--- src/rtl/scr1_wb_pkg.sv ---
// Shared types and sizing for the write-back arbiter and its write buffer.
package scr1_wb_pkg;

  localparam int unsigned SCR1_WB_XLEN = 32;
  localparam int unsigned SCR1_WB_AW   = 5;

  localparam int unsigned SCR1_WBUF_DEPTH_DFLT = 2;
  localparam int unsigned SCR1_WBUF_PTR_W      = $clog2(SCR1_WBUF_DEPTH_DFLT);

  typedef struct packed {
    logic                    vld;
    logic [SCR1_WB_AW-1:0]   addr;
    logic [SCR1_WB_XLEN-1:0] data;
  } type_scr1_wb_entry_s;

endpackage

--- src/rtl/scr1_pipe_wbuf.sv ---
// EXU write-buffer FIFO: enqueue/dequeue, address-match kill, and a
// two-port youngest-match lookup. Killed entries are skipped at the head.
module scr1_pipe_wbuf
    import scr1_wb_pkg::*;
#(
    parameter int unsigned WBUF_DEPTH = SCR1_WBUF_DEPTH_DFLT,
    parameter int unsigned XLEN       = SCR1_WB_XLEN,
    parameter int unsigned AW         = SCR1_WB_AW
) (
    input  logic            clk,
    input  logic            rst,
    input  logic            i_enq,
    input  logic [AW-1:0]   i_enq_addr,
    input  logic [XLEN-1:0] i_enq_data,
    input  logic            i_deq,
    input  logic            i_kill,
    input  logic [AW-1:0]   i_kill_addr,
    input  logic [AW-1:0]   i_rs1_addr,
    input  logic [AW-1:0]   i_rs2_addr,
    output logic            o_full,
    output logic            o_head_vld,
    output logic [AW-1:0]   o_head_addr,
    output logic [XLEN-1:0] o_head_data,
    output logic            o_rs1_hit,
    output logic [XLEN-1:0] o_rs1_data,
    output logic            o_rs2_hit,
    output logic [XLEN-1:0] o_rs2_data
);

    localparam int unsigned PTR_W = (WBUF_DEPTH == SCR1_WBUF_DEPTH_DFLT) ? SCR1_WBUF_PTR_W
                                                                        : $clog2(WBUF_DEPTH);
    localparam int unsigned CNT_W = PTR_W + 1;

    type_scr1_wb_entry_s r_mem [WBUF_DEPTH];
    logic [PTR_W-1:0]    r_rd_ptr;
    logic [PTR_W-1:0]    r_wr_ptr;
    logic [CNT_W-1:0]    r_cnt;

    logic [PTR_W-1:0]    w_head_idx;
    logic [PTR_W-1:0]    w_head_scan;
    logic [CNT_W-1:0]    w_head_off;
    logic [CNT_W-1:0]    w_pop;
    logic [PTR_W-1:0]    w_lkp_scan;

    // First live entry from the head; dead entries ahead of it are popped for free.
    always_comb begin
        o_head_vld  = 1'b0;
        w_head_off  = '0;
        w_head_idx  = r_rd_ptr;
        w_head_scan = r_rd_ptr;
        for (int unsigned i = 0; i < WBUF_DEPTH; i++) begin
            w_head_scan = r_rd_ptr + PTR_W'(i);
            if (!o_head_vld && (CNT_W'(i) < r_cnt) && r_mem[w_head_scan].vld) begin
                o_head_vld = 1'b1;
                w_head_off = CNT_W'(i);
                w_head_idx = w_head_scan;
            end
        end
        w_pop = o_head_vld ? (w_head_off + CNT_W'(i_deq)) : r_cnt;
    end

    assign o_head_addr = r_mem[w_head_idx].addr;
    assign o_head_data = r_mem[w_head_idx].data;
    assign o_full      = (r_cnt == CNT_W'(WBUF_DEPTH));

    // Scan oldest to youngest so the last match is the youngest one.
    always_comb begin
        o_rs1_hit  = 1'b0;
        o_rs1_data = '0;
        o_rs2_hit  = 1'b0;
        o_rs2_data = '0;
        w_lkp_scan = r_rd_ptr;
        for (int unsigned i = 0; i < WBUF_DEPTH; i++) begin
            w_lkp_scan = r_rd_ptr + PTR_W'(i);
            if ((CNT_W'(i) < r_cnt) && r_mem[w_lkp_scan].vld) begin
                if (r_mem[w_lkp_scan].addr == i_rs1_addr) begin
                    o_rs1_hit  = 1'b1;
                    o_rs1_data = r_mem[w_lkp_scan].data;
                end
                if (r_mem[w_lkp_scan].addr == i_rs2_addr) begin
                    o_rs2_hit  = 1'b1;
                    o_rs2_data = r_mem[w_lkp_scan].data;
                end
            end
        end
    end

    always_ff @(posedge clk) begin
        if (rst) begin
            for (int unsigned i = 0; i < WBUF_DEPTH; i++) begin
                r_mem[i] <= '0;
            end
            r_rd_ptr <= '0;
            r_wr_ptr <= '0;
            r_cnt    <= '0;
        end else begin
            for (int unsigned i = 0; i < WBUF_DEPTH; i++) begin
                if (i_kill && r_mem[i].vld && (r_mem[i].addr == i_kill_addr)) begin
                    r_mem[i].vld <= 1'b0;
                end
            end
            if (i_enq) begin
                r_mem[r_wr_ptr].vld  <= !(i_kill && (i_enq_addr == i_kill_addr));
                r_mem[r_wr_ptr].addr <= i_enq_addr;
                r_mem[r_wr_ptr].data <= i_enq_data;
            end
            r_wr_ptr <= r_wr_ptr + PTR_W'(i_enq);
            r_rd_ptr <= r_rd_ptr + w_pop[PTR_W-1:0];
            r_cnt    <= r_cnt - w_pop + CNT_W'(i_enq);
        end
    end

endmodule

--- src/rtl/scr1_pipe_wb_arb.sv ---
// Write-back arbiter in front of the MPRF write port: LSU > buffered EXU > direct EXU,
// load scoreboard, and read-path forwarding (SCR1_WB_FWD_EN) or hazard-only mode.
module scr1_pipe_wb_arb
    import scr1_wb_pkg::*;
#(
    parameter int unsigned WBUF_DEPTH = SCR1_WBUF_DEPTH_DFLT,
    parameter int unsigned XLEN       = SCR1_WB_XLEN,
    parameter int unsigned AW         = SCR1_WB_AW
) (
    input  logic            clk,
    input  logic            rst,
    input  logic            exu_wb_req,
    output logic            exu_wb_rdy,
    input  logic [AW-1:0]   exu_wb_addr,
    input  logic [XLEN-1:0] exu_wb_data,
    input  logic            lsu_ld_issue,
    input  logic [AW-1:0]   lsu_ld_rd_addr,
    input  logic            lsu_wb_req,
    input  logic [AW-1:0]   lsu_wb_addr,
    input  logic [XLEN-1:0] lsu_wb_data,
    input  logic [AW-1:0]   exu_rs1_addr,
    input  logic [AW-1:0]   exu_rs2_addr,
    input  logic [XLEN-1:0] mprf_rs1_data,
    input  logic [XLEN-1:0] mprf_rs2_data,
    output logic [XLEN-1:0] exu_rs1_data,
    output logic [XLEN-1:0] exu_rs2_data,
    output logic            exu_rs1_hazard,
    output logic            exu_rs2_hazard,
    output logic            mprf_w_req,
    output logic [AW-1:0]   mprf_rd_addr,
    output logic [XLEN-1:0] mprf_rd_data
);

    localparam int unsigned NREG = 2 ** AW;

    type_scr1_wb_entry_s r_out;
    type_scr1_wb_entry_s w_out_nxt;
    logic [NREG-1:0]     r_pending;
    logic [NREG-1:0]     w_pending_nxt;

    logic            w_exu_xfer;
    logic            w_exu_sel;
    logic            w_enq;
    logic            w_deq;
    logic            w_full;
    logic            w_head_vld;
    logic [AW-1:0]   w_head_addr;
    logic [XLEN-1:0] w_head_data;
    logic            w_rs1_hit;
    logic            w_rs2_hit;
    logic [XLEN-1:0] w_rs1_buf;
    logic [XLEN-1:0] w_rs2_buf;
    logic            w_rs1_out_hit;
    logic            w_rs2_out_hit;
    logic            w_rs1_pend;
    logic            w_rs2_pend;

    assign exu_wb_rdy = !w_full;
    assign w_exu_xfer = exu_wb_req && exu_wb_rdy;

    always_comb begin
        w_out_nxt = '0;
        w_deq     = 1'b0;
        w_exu_sel = 1'b0;
        if (lsu_wb_req && (lsu_wb_addr != '0)) begin
            w_out_nxt.vld  = 1'b1;
            w_out_nxt.addr = lsu_wb_addr;
            w_out_nxt.data = lsu_wb_data;
        end else if (w_head_vld) begin
            w_out_nxt.vld  = 1'b1;
            w_out_nxt.addr = w_head_addr;
            w_out_nxt.data = w_head_data;
            w_deq          = 1'b1;
        end else if (w_exu_xfer && (exu_wb_addr != '0)) begin
            w_out_nxt.vld  = 1'b1;
            w_out_nxt.addr = exu_wb_addr;
            w_out_nxt.data = exu_wb_data;
            w_exu_sel      = 1'b1;
        end
        w_enq = w_exu_xfer && (exu_wb_addr != '0) && !w_exu_sel;
    end

    scr1_pipe_wbuf #(
        .WBUF_DEPTH (WBUF_DEPTH),
        .XLEN       (XLEN),
        .AW         (AW)
    ) i_wbuf (
        .clk         (clk),
        .rst         (rst),
        .i_enq       (w_enq),
        .i_enq_addr  (exu_wb_addr),
        .i_enq_data  (exu_wb_data),
        .i_deq       (w_deq),
        .i_kill      (lsu_wb_req),
        .i_kill_addr (lsu_wb_addr),
        .i_rs1_addr  (exu_rs1_addr),
        .i_rs2_addr  (exu_rs2_addr),
        .o_full      (w_full),
        .o_head_vld  (w_head_vld),
        .o_head_addr (w_head_addr),
        .o_head_data (w_head_data),
        .o_rs1_hit   (w_rs1_hit),
        .o_rs1_data  (w_rs1_buf),
        .o_rs2_hit   (w_rs2_hit),
        .o_rs2_data  (w_rs2_buf)
    );

    // Set wins over clear when a load issues to the address returning this cycle.
    always_comb begin
        w_pending_nxt = r_pending;
        if (lsu_wb_req) begin
            w_pending_nxt[lsu_wb_addr] = 1'b0;
        end
        if (lsu_ld_issue && (lsu_ld_rd_addr != '0)) begin
            w_pending_nxt[lsu_ld_rd_addr] = 1'b1;
        end
        w_pending_nxt[0] = 1'b0;
    end

    always_ff @(posedge clk) begin
        if (rst) begin
            r_out     <= '0;
            r_pending <= '0;
        end else begin
            r_out     <= w_out_nxt;
            r_pending <= w_pending_nxt;
        end
    end

    assign mprf_w_req   = r_out.vld;
    assign mprf_rd_addr = r_out.addr;
    assign mprf_rd_data = r_out.data;

    assign w_rs1_pend    = (exu_rs1_addr != '0) && r_pending[exu_rs1_addr];
    assign w_rs2_pend    = (exu_rs2_addr != '0) && r_pending[exu_rs2_addr];
    assign w_rs1_out_hit = r_out.vld && (r_out.addr == exu_rs1_addr);
    assign w_rs2_out_hit = r_out.vld && (r_out.addr == exu_rs2_addr);

`ifdef SCR1_WB_FWD_EN
    always_comb begin
        exu_rs1_hazard = w_rs1_pend;
        exu_rs2_hazard = w_rs2_pend;
        if (exu_rs1_addr == '0)  exu_rs1_data = '0;
        else if (w_rs1_hit)      exu_rs1_data = w_rs1_buf;
        else if (w_rs1_out_hit)  exu_rs1_data = r_out.data;
        else                     exu_rs1_data = mprf_rs1_data;
        if (exu_rs2_addr == '0)  exu_rs2_data = '0;
        else if (w_rs2_hit)      exu_rs2_data = w_rs2_buf;
        else if (w_rs2_out_hit)  exu_rs2_data = r_out.data;
        else                     exu_rs2_data = mprf_rs2_data;
    end
`else
    logic w_unused_fwd;
    assign w_unused_fwd   = ^{w_rs1_buf, w_rs2_buf};
    assign exu_rs1_data   = mprf_rs1_data;
    assign exu_rs2_data   = mprf_rs2_data;
    assign exu_rs1_hazard = (exu_rs1_addr != '0) && (w_rs1_pend || w_rs1_hit || w_rs1_out_hit);
    assign exu_rs2_hazard = (exu_rs2_addr != '0) && (w_rs2_pend || w_rs2_hit || w_rs2_out_hit);
`endif

`ifdef SCR1_SIM_ENV
    always @(posedge clk) begin
        if (!rst) begin
            assert (!(lsu_ld_issue && (lsu_ld_rd_addr != '0) && r_pending[lsu_ld_rd_addr]
                      && !(lsu_wb_req && (lsu_wb_addr == lsu_ld_rd_addr))))
                else $error("load issued to an already pending rd");
            assert (!(lsu_wb_req && (lsu_wb_addr != '0) && !r_pending[lsu_wb_addr]))
                else $error("load return to a non-pending rd");
            assert (!(mprf_w_req && $isunknown({mprf_rd_addr, mprf_rd_data})))
                else $error("unknown value on MPRF write port");
        end
    end
`endif

endmodule
--- config.mk ---
export PLATFORM = sky130hd
export DESIGN_NAME = scr1_pipe_wb_arb
export DESIGN_NICKNAME = d
export VERILOG_FILES = /design/src/rtl/scr1_wb_pkg.sv /design/src/rtl/scr1_pipe_wbuf.sv /design/src/rtl/scr1_pipe_wb_arb.sv
export SDC_FILE = /design/constraint.sdc
export NUM_CORES = 1
export LEC_CHECK = 0
export ABC_AREA = 0
export ABC_CLOCK_PERIOD_IN_PS = 6860
export BUFFER_PORTS_ARGS = -buffer_cell sky130_fd_sc_hd__buf_4
export CAP_MARGIN = 20
export CORE_UTILIZATION = 57
export CTS_BUF_LIST = sky130_fd_sc_hd__clkbuf_8
export CTS_CLUSTER_DIAMETER = 30
export DETAILED_ROUTE_END_ITERATION = 10
export PLACE_DENSITY = 0.87
export RECOVER_POWER = 100
export SLEW_MARGIN = 0
export SYNTH_ARGS = -nofsm -noshare
export SYNTH_HDL_FRONTEND = slang
export SYNTH_SLANG_ARGS = --single-unit
--- constraint.sdc ---
create_clock -name clk -period 6.86 [get_ports clk]
set_input_delay 0.686 -clock clk [delete_from_list [all_inputs] [get_ports clk]]
set_output_delay 0.686 -clock clk [all_outputs]
set_load 0.005 [all_outputs]
==> results of run 1 <==
power groups by stage:
stage / logic (mW) / clock network (mW) / registers [mW]
2_1_floorplan: 0.533 / 0 / 1.10
3_3_place_gp: 0.665 / 0 / 1.12
3_5_place_dp: 0.696 / 0 / 1.12
4_1_cts: 0.702 / 0.869 / 1.11
5_1_grt: 0.727 / 0.903 / 1.11
6_report: 0.678 / 0.860 / 1.10
critical path: cells and delay by family (launching register included):
family	cells	cell delay, ns
flops	1	0.81
mux	1	0.22
compound gates	3	0.91
simple gates	2	2.35
layer usage:
layer	vias up	wire length (um)	GRT usage [%]
li1	2696	-	-
met1	2912	7595	35.06
met2	392	9496	44.22
met3	81	1932	6.274
met4	0	633	14.43
met5	-	0	0
cells in the mapped netlist (10+ instances only):
library cell / count
and2_1: 73
xnor2_1: 21
dfxtp_1: 73
nor4_1: 10
buf_1: 10
mux2_2: 36
a222oi_1: 35
nand2_1: 42
buf_2: 10
edfxtp_1: 76
nor2_1: 48
a21oi_1: 34
mux2i_1: 19
xor2_1: 28
clkbuf_1: 17
o21ai_0: 35
buf_4: 66
mux4_2: 14
per-stage QoR:
step	std cells	hold slack [ns]	cell area, sq um	setup slack [ns]
6_report	969	0.4835	8987	2.265
5_1_grt	969	0.4748	8987	1.881
4_1_cts	968	0.4503	9101	2.801
3_5_place_dp	936	0.4786	8589	2.419
3_3_place_gp	934	0.4724	8534	2.569
2_1_floorplan	734	0.4603	8003	3.149
cells by family after synthesis:
| family | synth area share (%) |
|---|---|
| AOI/OAI and AO/OA | 10.99 |
| xor gates and xnor gates | 5.363 |
| adders and majority gates | 0.4691 |
| buffers and inverters | 9.662 |
| DFF | 46.78 |
| muxes | 12.09 |
| and+or+nand+nor | 14.65 |
worst paths after layout:
kind,slack [ns],cells after the start,to,startpoint
worst max-delay path,2.27,6,i_wbuf.r_mem[1][37]$_SDFFCE_PN0P_,i_wbuf.r_rd_ptr$_SDFF_PP0_
worst min-delay path,0.48,3,mprf_rd_data[23]$_SDFF_PP0_,exu_wb_data[23]
worst max register to register,2.27,6,i_wbuf.r_mem[1][37]$_SDFFCE_PN0P_,i_wbuf.r_rd_ptr$_SDFF_PP0_
worst min register to register,0.50,2,r_pending[18]$_SDFF_PP0_,r_pending[18]$_SDFF_PP0_
registers in the layout (all words and copies together) (netlist names):
register,flops
i_wbuf.r_mem,76
mprf_rd_data,32
r_pending,31
mprf_rd_addr,5
i_wbuf.r_cnt,2
i_wbuf.r_rd_ptr,1
i_wbuf.r_wr_ptr,1
mprf_w_req,1
layout make-up:
cell class                      count  area [sq um]  share of cell area, %
Sequential cell                   149          3744                  41.65
Multi-Input combinational cell    468          3468                  38.59
Timing Repair Buffer              140          1028                  11.44
Clock buffer                       19         261.5                  2.910
Clock inverter                     13         250.2                  2.784
Tap cell                          176         220.2                  2.450
Inverter                            4         15.01                 0.1671
==> key figures, run 1 <==
Status
  – Failing checks: max-capacitance violations, max-slew violations
  – Outcome: finished with violations

Clock tree
  – Clk Latency, worst-skew pair: 0.46 ns
  – TritonCTS clock tree: done
  – CTS H-tree lvls: 4
  – Setup bufs post-CTS: 0
  – CTS Hold Bufs: 0
  – Clk buf depth: 2
  – CTS resizes: 0
  – Num Clock Sinks: 149
  – TritonCTS buffer count: 17
  – CTS root buffer: clkbuf_8
  – CTS clk-pin slew, worst paths: 0.08 ns

Power
  – Reg power frac: 41.8%
  – Internal Power: 1.887 mW
  – Logic pwr share: 25.7%
  – LEAKAGE: 3.455 nW
  – Sw frac: 28.56%
  – Final Power: 2.641 mW
  – Peak supply drop: 0.2273 mV
  – Psw: 0.7542 mW
  – Clock power frac: 32.6%
  – Pwr Density: 293.8 nW/um^2

Critical path
  – Slowest stage cell on the critical path: or2_0
  – CP endpoint kind: flop
  – WP data arrival: 4.76 ns
  – Crit-path max FO: 38
  – Crit path required time: 7.03 ns
  – Setup CP Type: flop to flop
  – CP startpoint kind: flop
  – Crit path largest cell delay: 2.09 ns
  – CP Cell Sequence: mux2i_1 -> o21a_1 -> a21o_1 -> nor3b_1 -> or2_0 -> a41o_1

Detailed routing
  – Initial DRC count: 841
  – Post-DRT Antenna Nets: 0
  – WL/cell: 20.29 um
  – Drt drc: 0
  – Via count: 6081
  – Routed WL: 19.66 mm
  – Pre-antenna DRT Iters: 9
  – Vias/cell: 6.276

Layout
  – Post-layout util: 66.81%
  – Antenna cells: 0
  – Fillers: 1011
  – Layout Nets: 941
  – Layout area overhead: 12.30%
  – Most common cell after layout, fill and taps aside: buf_4
  – Most frequent cells in the layout: buf_4 (94), edfxtp_1 (76), dfxtp_1 (73)
  – Layout cell share with drive strength beyond 1: 27.36%

Global routing
  – Antenna violations before repair: 0
  – Largest net degree at the start of global routing: 79
  – Overall Global Routing Usage: 27.64%
  – Remaining Overflow, GRT: 0
  – Vias in the first global route: 5986
  – First-pass GRT wire length: 30.68 mm

Timing
  – Unrepaired setup endpoints after global routing: no
  – Final Max Slew Viols: 114
  – Final TNS setup: 0 ns
  – Skew final: 0.01229 ns
  – Slew margin rel.: -89.84%
  – Final Hold Viols: 0
  – Max Clk Rate: 217.7 MHz
  – Setup violations, final: 0
  – Fraction of the cycle the final worst path needs: 66.98%
  – Min Tclk post-route: 4.595 ns
  – Slew @ Worst Pin: 2.848 ns

Die
  – Io pins: 263
  – Core area: 13450 sq um
  – Die height: 120.5 um
  – Total die area: 14520 sq um
  – # rows: 42
  – Die X-Extent: 120.5 um
  – Initial core utilization: 59.49%

Synth
  – Post-synth EDFFs: 76
  – Post-synth top area cell: edfxtp_1
  – Post-synthesis async set-or-reset flop share: 0%
  – Ys flop type: edfxtp_1
  – Post-synth top area share: 28.52%
  – Yosys cell types: 58
  – Gate Count Post-Synth: 734
  – Largest cells by area after synthesis: edfxtp_1 (29%), dfxtp_1 (18%), buf_4 (6.2%)
  – Mapped Area: 8003 sq um
  – Syn avg cell area: 10.90 sq um
  – #FFs+latches synth: 149
  – Sequential area share after synthesis: 46.78%
  – Synthesized Nets: 895
  – Synthesis warning total: 0

Min path
  – Hold Crit Class: input port to flop

Placement
  – RePlAce Congestion: 0.9293
  – PortBufs: 134
  – Post-DP HPWL: 13.14 mm

Flow run
  – # Max-Cap Violations: 5
(Power assumes the default switching activity.)
==> run 2, diff against run 1 <==
- ABC_AREA: 0 -> 1
- ABC_CLOCK_PERIOD_IN_PS: 6860 -> 3900
- CORE_UTILIZATION: 57 -> 49
- PLACE_DENSITY: 0.87 -> 0.78
- clock period: 6.86 -> 3.9 ns (I/O delays scaled with it)
==> run 2 against run 1 <==
The flow now finishes without violations. Via count is 33% higher. Clock power is 48% higher. First-iteration DRC count increased by 8.8%. Global-route usage is 0.24 points lower. Sequential share of layout area down 2.8 points. Critical path type unchanged.
==> key figures, run 2 <==
Clock tree
  – CTS resizes: 0 (unchanged)
  – TritonCTS clock tree: done
  – CTS clk-pin slew, worst paths: 0.09 ns (about the same)
  – CTS Hold Bufs: 0 (unchanged)
  – Clk buf depth: 2 (unchanged)
  – TritonCTS buffer count: 17 (unchanged)
  – CTS H-tree lvls: 4 (unchanged)
  – Clk Latency, worst-skew pair: 0.46 ns (about the same)
  – CTS root buffer: clkbuf_8
  – Num Clock Sinks: 149 (unchanged)
  – Setup bufs post-CTS: 0 (unchanged)

Synth
  – Post-synth top area share: 26.38% (-2.1 points)
  – Yosys cell types: 36 (-38%)
  – Synthesized Nets: 1335 (+49%)
  – Syn avg cell area: 7.369 sq um (-32%)
  – Count leader, synth: nand2_1
  – Post-synth EDFFs: 76 (unchanged)
  – Sequential area share after synthesis: 43.27% (-3.5 points)
  – #FFs+latches synth: 149 (unchanged)
  – Post-synth top cells: nand2_1 (238), nor2_1 (157), inv_1 (123)
  – Post-synth top area cell: edfxtp_1
  – Post-synthesis async set-or-reset flop share: 0% (unchanged)
  – Ys flop type: edfxtp_1
  – Mapped Area: 8651 sq um (+8.1%)
  – Largest cells by area after synthesis: edfxtp_1 (26%), dfxtp_1 (17%), nand2_1 (10%)
  – Gate Count Post-Synth: 1174 (+60%)
  – Synthesis warning total: 0 (unchanged)

Timing
  – Max Clk Rate: 316.8 MHz (+46%)
  – Unrepaired setup endpoints after global routing: no
  – Skew final: 0.006922 ns (-0.005372 ns)
  – Final Hold Viols: 0 (unchanged)
  – Slew margin rel.: 5.745% (+96 points)
  – Final Max Slew Viols: 0 (-100%)
  – Final TNS setup: 0 ns (unchanged)
  – Setup violations, final: 0 (unchanged)
  – Min Tclk post-route: 3.156 ns (-1.438 ns)
  – Final worst slack: 0.7437 ns (-1.522 ns)
  – Hold WS: 0.2304 ns (-0.2531 ns)
  – Fraction of the cycle the final worst path needs: 80.93% (+14 points)
  – Slew @ Worst Pin: 1.410 ns (-1.437 ns)

Global routing
  – Remaining Overflow, GRT: 0 (unchanged)
  – Largest net degree at the start of global routing: 70 (-11%)
  – Antenna violations before repair: 0 (unchanged)
  – First-pass GRT wire length: 38.50 mm (+26%)
  – Overall Global Routing Usage: 27.40% (-0.24 points)
  – Vias in the first global route: 7778 (+30%)

Detailed routing
  – Pre-antenna DRT Iters: 6 (-3)
  – Routed WL: 24.21 mm (+23%)
  – Initial DRC count: 915 (+8.8%)
  – Vias/cell: 5.586 (-11%)
  – Via count: 8117 (+33%)
  – WL/cell: 16.66 um (-18%)
  – Post-DRT Antenna Nets: 0 (unchanged)
  – Drt drc: 0 (unchanged)

Critical path
  – Crit Reg-Reg Startpoint: i_wbuf.r_rd_ptr$_SDFF_PP0_
  – CP startpoint kind: flop
  – R2R setup slack: 0.74 ns (-1.52 ns)
  – Crit-path max FO: 22 (-42%)
  – Crit path required time: 4.22 ns (-2.81 ns)
  – CP Cell Sequence: inv_1 -> nand2_1 -> nand2_1 -> o21ai_0 -> nand2_1 -> nand2_1 -> inv_1 -> ha_1 -> o21ai_0 -> inv_1 -> ha_1 -> inv_1 -> ha_1 -> xor2_1 -> xor2_1 -> nor2_1
  – WP data arrival: 3.47 ns (-1.29 ns)
  – Setup CP Type: flop to flop
  – R2R cell count: 16 (+10)
  – Reg-to-reg critical path endpoint: i_wbuf.r_cnt[1]$_SDFF_PP0_
  – Crit path largest cell delay: 0.47 ns (-1.62 ns)
  – CP endpoint kind: flop
  – Slowest stage cell on the critical path: inv_1

Die
  – # rows: 48 (+14%)
  – Die X-Extent: 134.9 um (+12%)
  – Die height: 134.9 um (+12%)
  – Io pins: 263 (unchanged)
  – Initial core utilization: 50.01% (-9.5 points)
  – Core area: 17300 sq um (+29%)
  – Total die area: 18190 sq um (+25%)

Layout
  – Sequential cell area: 3744 sq um (unchanged)
  – Layout cell share with drive strength beyond 1: 14.74% (-13 points)
  – Fillers: 1680 (+66%)
  – Area occupied by multi-input gates: 3643 sq um (+5.1%)
  – Layout Nets: 1376 (+46%)
  – Post-layout util: 55.71% (-11 points)
  – Max reg flops: 76 (unchanged)
  – Most common cell after layout, fill and taps aside: nand2_1
  – Antenna cells: 0 (unchanged)
  – Final instance area: 9635 sq um (+7.2%)
  – Most frequent cells in the layout: nand2_1 (239), nor2_1 (157), inv_1 (126)
  – Layout area overhead: 11.38%
  – Top reg by flops: i_wbuf.r_mem
  – Fin cells: 1453 (+50%)

Placement
  – Cells after DPL: 1420 (+52%)
  – Dpl cell area: 9249 sq um (+7.7%)
  – PortBufs: 134 (unchanged)
  – RePlAce Congestion: 0.9468 (+1.9%)
  – Pre-CTS WS: 1.041 ns (-1.379 ns)
  – Post-DP HPWL: 16.25 mm (+24%)

Power
  – Final Power: 4.568 mW (+73%)
  – Pwr Density: 474.1 nW/um^2 (+61%)
  – Peak supply drop: 0.2864 mV (+26%)
  – LEAKAGE: 4.276 nW (+24%)

Min path
  – Hold_sp: lsu_wb_data[4]
  – Hold Crit Class: input port to flop
  – Cell count of the worst hold path: 3 (unchanged)
  – Worst hold endpoint: mprf_rd_data[4]$_SDFF_PP0_

Status
  – Outcome: finished clean

Flow run
  – # Max-Cap Violations: 0 (-5)
==> run 2: cell count changes after synthesis, moves of 25 or more <==
cell	delta
a21oi_1	+55
a222oi_1	-35
a22oi_1	+33
and2_1	-73
inv_1	+120
mux2_2	-36
nand2_1	+196
nand3_1	+117
nand3b_1	+27
nor2_1	+109
xor2_1	-25
==> run 2: metal layers <==
layer | share of wire, % | global-route usage [%] | vias up
met2 | 47 | 45.25 | 458
met1 | 41 | 33.73 | 3708
met4 | 3.2 | 13.30 | 0
li1 | - | - | 3883
met3 | 9.0 | 6.344 | 68
met5 | 0 | 0 | -
==> run 2: cell families after synthesis <==
kind of cell / synth area share (%)
compound gates: 12.32
fa+ha+maj: 0.4339
flops: 43.27
xor+xnor: 0.5063
simple gates: 28.93
buf+inv: 14.54
==> run 2: layout make-up <==
type,instances,area share (%)
Sequential cell,149,38.85
Multi-Input combinational cell,771,37.81
Timing Repair Buffer,143,10.87
Inverter,133,5.181
Tap cell,225,2.922
Clock buffer,17,2.428
Clock inverter,15,1.935
==> run 2: worst max path at each step <==
stage | to | slack [ns] | cells past startpoint | start
floorplan | i_wbuf.r_cnt[1]$_SDFF_PP0_ | 1.07 | 16 | lsu_wb_addr[2]
global route | i_wbuf.r_cnt[1]$_SDFF_PP0_ | 0.43 | 16 | i_wbuf.r_rd_ptr$_SDFF_PP0_
finish | i_wbuf.r_cnt[1]$_SDFF_PP0_ | 0.74 | 16 | i_wbuf.r_rd_ptr$_SDFF_PP0_
global placement | i_wbuf.r_cnt[1]$_SDFF_PP0_ | 1.11 | 15 | lsu_wb_addr[1]
detailed placement | i_wbuf.r_cnt[1]$_SDFF_PP0_ | 1.04 | 15 | lsu_wb_addr[0]
CTS | i_wbuf.r_cnt[1]$_SDFF_PP0_ | 1.03 | 16 | i_wbuf.r_rd_ptr$_SDFF_PP0_
==> run 2: critical path: cells and delay by family, from the launching register on <==
family	cells	cell delay, ns
compound gates	2	0.37
xor+xnor	2	0.34
fa+ha+maj	3	0.66
buf+inv	4	0.68
flops	1	0.37
simple gates	5	0.59
==> run 2: where the power goes <==
group	internal (mW)	switching [mW]
Sequential	1.80	0.0781
Combinational	0.483	0.935
Clock	0.599	0.674
Total	2.88	1.69
==> run 3, diff against run 2 <==
- ABC_CLOCK_PERIOD_IN_PS: 3900 -> 2800
- clock period: 3.9 -> 2.8 ns (I/O delays scaled with it)
==> run 3 against run 2 <==
Register-to-register slack worse by 0.44 ns. Cell count up 0.96%. Critical path type is now flop to output pin. Wire length up 1.1%. Critical path depth down 6. Utilization up 0.75 points. Highest routed layer is now met5. Non-clock buffer count up 14. First-iteration DRC count down 6.9%. Combinational power up 43%.
==> key figures, run 3 (same netlist as run 2, synthesis figures left out) <==
Placement
  – Cells after DPL: 1435 (+1.1%)
  – Post-DP HPWL: 16.67 mm (+2.6%)
  – RePlAce Congestion: 0.9730 (+2.8%)
  – PortBufs: 134 (unchanged)

Critical path
  – WP data arrival: 2.25 ns (-1.22 ns)
  – Slowest stage cell on the critical path: dfxtp_1
  – First element of the critical path: i_wbuf.r_rd_ptr$_SDFF_PP0_
  – R2R cell count: 12 (-4)
  – Reg-to-reg critical path endpoint: i_wbuf.r_mem[0][6]$_SDFFCE_PN0P_
  – CP Cell Sequence: clkbuf_2 -> nand2_1 -> nand3_1 -> nand2_1 -> nor2_1 -> nand3_1 -> nand2_1 -> nor2_1 -> a21oi_1 -> clkbuf_4
  – R2R setup slack: 0.30 ns (-0.44 ns)
  – Crit path largest cell delay: 0.41 ns (-0.06 ns)
  – Crit-path max FO: 19 (-14%)
  – Crit path required time: 2.52 ns (-1.70 ns)
  – CP dominant cell by count: nand2_1
  – CP startpoint kind: flop
  – Crit Reg-Reg Startpoint: i_wbuf.r_cnt[1]$_SDFF_PP0_
  – CP endpoint kind: output pin
  – Setup CP Type: flop to output pin
  – Critical Path Sink: exu_rs2_hazard

Min path
  – Hold Crit Class: input port to flop

Timing
  – Unrepaired setup endpoints after global routing: no
  – Slew margin rel.: 34.53% (+29 points)
  – Skew final: 0.02275 ns (+0.01583 ns)
  – Max Clk Rate: 394.7 MHz
  – Setup violations, final: 0 (unchanged)
  – Final Max Slew Viols: 0 (unchanged)
  – Fraction of the cycle the final worst path needs: 90.49%
  – Final TNS setup: 0 ns (unchanged)
  – Slew @ Worst Pin: 0.9745 ns (-0.4359 ns)
  – Final Hold Viols: 0 (unchanged)
  – Min Tclk post-route: 2.534 ns

Global routing
  – Vias in the first global route: 7961 (+2.4%)
  – Antenna violations before repair: 1 (+1)
  – Overall Global Routing Usage: 27.74% (+0.33 points)
  – Remaining Overflow, GRT: 0 (unchanged)
  – Largest net degree at the start of global routing: 70 (unchanged)
  – First-pass GRT wire length: 39.27 mm (+2.0%)

Layout
  – Layout area overhead: 12.89%
  – Most frequent cells in the layout: nand2_1 (237), nor2_1 (157), inv_1 (125)
  – Layout Nets: 1390 (+1.0%)
  – Antenna cells: 0 (unchanged)
  – Layout cell share with drive strength beyond 1: 15.94% (+1.2 points)
  – Most common cell after layout, fill and taps aside: nand2_1
  – Fillers: 1679 (-0.060%)
  – Area occupied by multi-input gates: 3656 sq um (+0.34%)
  – Sequential cell area: 3744 sq um (unchanged)
  – Max reg flops: 76 (unchanged)
  – Top reg by flops: i_wbuf.r_mem
  – Fin cells: 1467 (+0.96%)

Clock tree
  – CTS H-tree lvls: 4 (unchanged)
  – TritonCTS buffer count: 17 (unchanged)
  – CTS root buffer: clkbuf_8
  – Setup bufs post-CTS: 0 (unchanged)
  – CTS clk-pin slew, worst paths: 0.10 ns (about the same)
  – Clk Latency, worst-skew pair: 0.47 ns (about the same)
  – Clk buf depth: 2 (unchanged)
  – Num Clock Sinks: 149 (unchanged)
  – TritonCTS clock tree: done

Die
  – Io pins: 263 (unchanged)
  – Die X-Extent: 134.9 um (unchanged)
  – Die height: 134.9 um (unchanged)
  – Total die area: 18190 sq um (unchanged)
  – Initial core utilization: 50.01% (unchanged)
  – # rows: 48 (unchanged)
  – Core area: 17300 sq um (unchanged)

Power
  – Final Power: 6.471 mW (+42%)
  – Pwr Density: 662.6 nW/um^2 (+40%)
  – Peak supply drop: 0.3729 mV (+30%)
  – LEAKAGE: 4.348 nW (+1.7%)

Detailed routing
  – WL/cell: 16.69 um (+0.14%)
  – Via count: 8223 (+1.3%)
  – Post-DRT Antenna Nets: 0 (unchanged)
  – Drt drc: 0 (unchanged)
  – Routed WL: 24.48 mm (+1.1%)
  – Pre-antenna DRT Iters: 6 (unchanged)
  – Vias/cell: 5.605 (+0.34%)
  – Initial DRC count: 852 (-6.9%)

Status
  – Outcome: finished clean

Flow run
  – # Max-Cap Violations: 0 (unchanged)
## run 3: cell types whose count changed in the layout (fill, tap and decap cells not counted), moves of 2 or more
| cell | change |
|---|---|
| nand2_2 | +2 |
| buf_4 | +12 |
| nand2_1 | -2 |
| clkinv_4 | +3 |
| inv_6 | -5 |
| clkbuf_1 | +2 |
| clkbuf_2 | +2 |
| o21ai_0 | -2 |
| clkbuf_4 | -3 |
| inv_2 | +2 |
## run 3: repair_timing
item / 4_1_cts / 5_1_grt
resized for setup: 0 / 3
endpoints found under the hold margin: 0 / 0
endpoints found under the setup margin: 0 / 1
hold buffers: 0 / 0
## run 3: power by group
part	internal (mW)	switching, mW	leakage (nW)
Sequential	2.50	0.108	1.39
Combinational	0.698	1.34	2.75
Clock	0.835	0.991	0.215
Total	4.04	2.44	4.35
## run 3: per-stage QoR
stage / cell area, sq um / util [%] / worst slack (ns) / hold WS [ns]
after floorplan: 8651 / - / 0.08366 / 0.4496
after global placement: 9387 / 54.27 / 0.2772 / 0.4586
after detailed placement: 9387 / 54.27 / 0.2264 / 0.4681
after CTS: 9813 / 56.73 / 0.1882 / 0.1080
after global routing: 9766 / 56.46 / 0.04022 / 0.1244
final: 9766 / 56.46 / 0.2663 / 0.1237
## run 3: worst min path at each step
stage | slack [ns] | cells past startpoint | start | endpoint
final | 0.12 | 3 | lsu_wb_data[17] | mprf_rd_data[17]$_SDFF_PP0_
after global routing | 0.12 | 3 | lsu_wb_data[19] | mprf_rd_data[19]$_SDFF_PP0_
after CTS | 0.11 | 3 | lsu_wb_data[18] | mprf_rd_data[18]$_SDFF_PP0_
after detailed placement | 0.47 | 2 | r_pending[15]$_SDFF_PP0_ | r_pending[15]$_SDFF_PP0_
after global placement | 0.46 | 2 | r_pending[17]$_SDFF_PP0_ | r_pending[17]$_SDFF_PP0_
after floorplan | 0.45 | 2 | r_pending[26]$_SDFF_PP0_ | r_pending[26]$_SDFF_PP0_
## run 3: metal layers
metal  routed length (um)  part of all wire (%)  up-vias  GRT usage [%]
li1                     -                     -     3909              -
met1                 9850                    40     3809          33.81
met2                11460                    47      424          45.48
met3                 2190                   8.9       79          6.607
met4                  959                   3.9        2          14.67
met5                   13                 0.053        -              0
## run 3: area by class of cell
cell class              count  area share, %
flip-flops and latches    149          38.33
multi-input cells         771          37.44
repair buffers            157          11.86
inverters                 133          5.112
well taps                 225          2.883
clock buffers              17          2.396
clock inverters            15          1.973
## run 3: worst max-delay path: cells and delay by family (launching register included)
kind	cells	cell delay (ns)
AOI/OAI and AO/OA	1	0.14
and+or+nand+nor	7	0.68
buffers and inverters	2	0.56
DFF	1	0.41
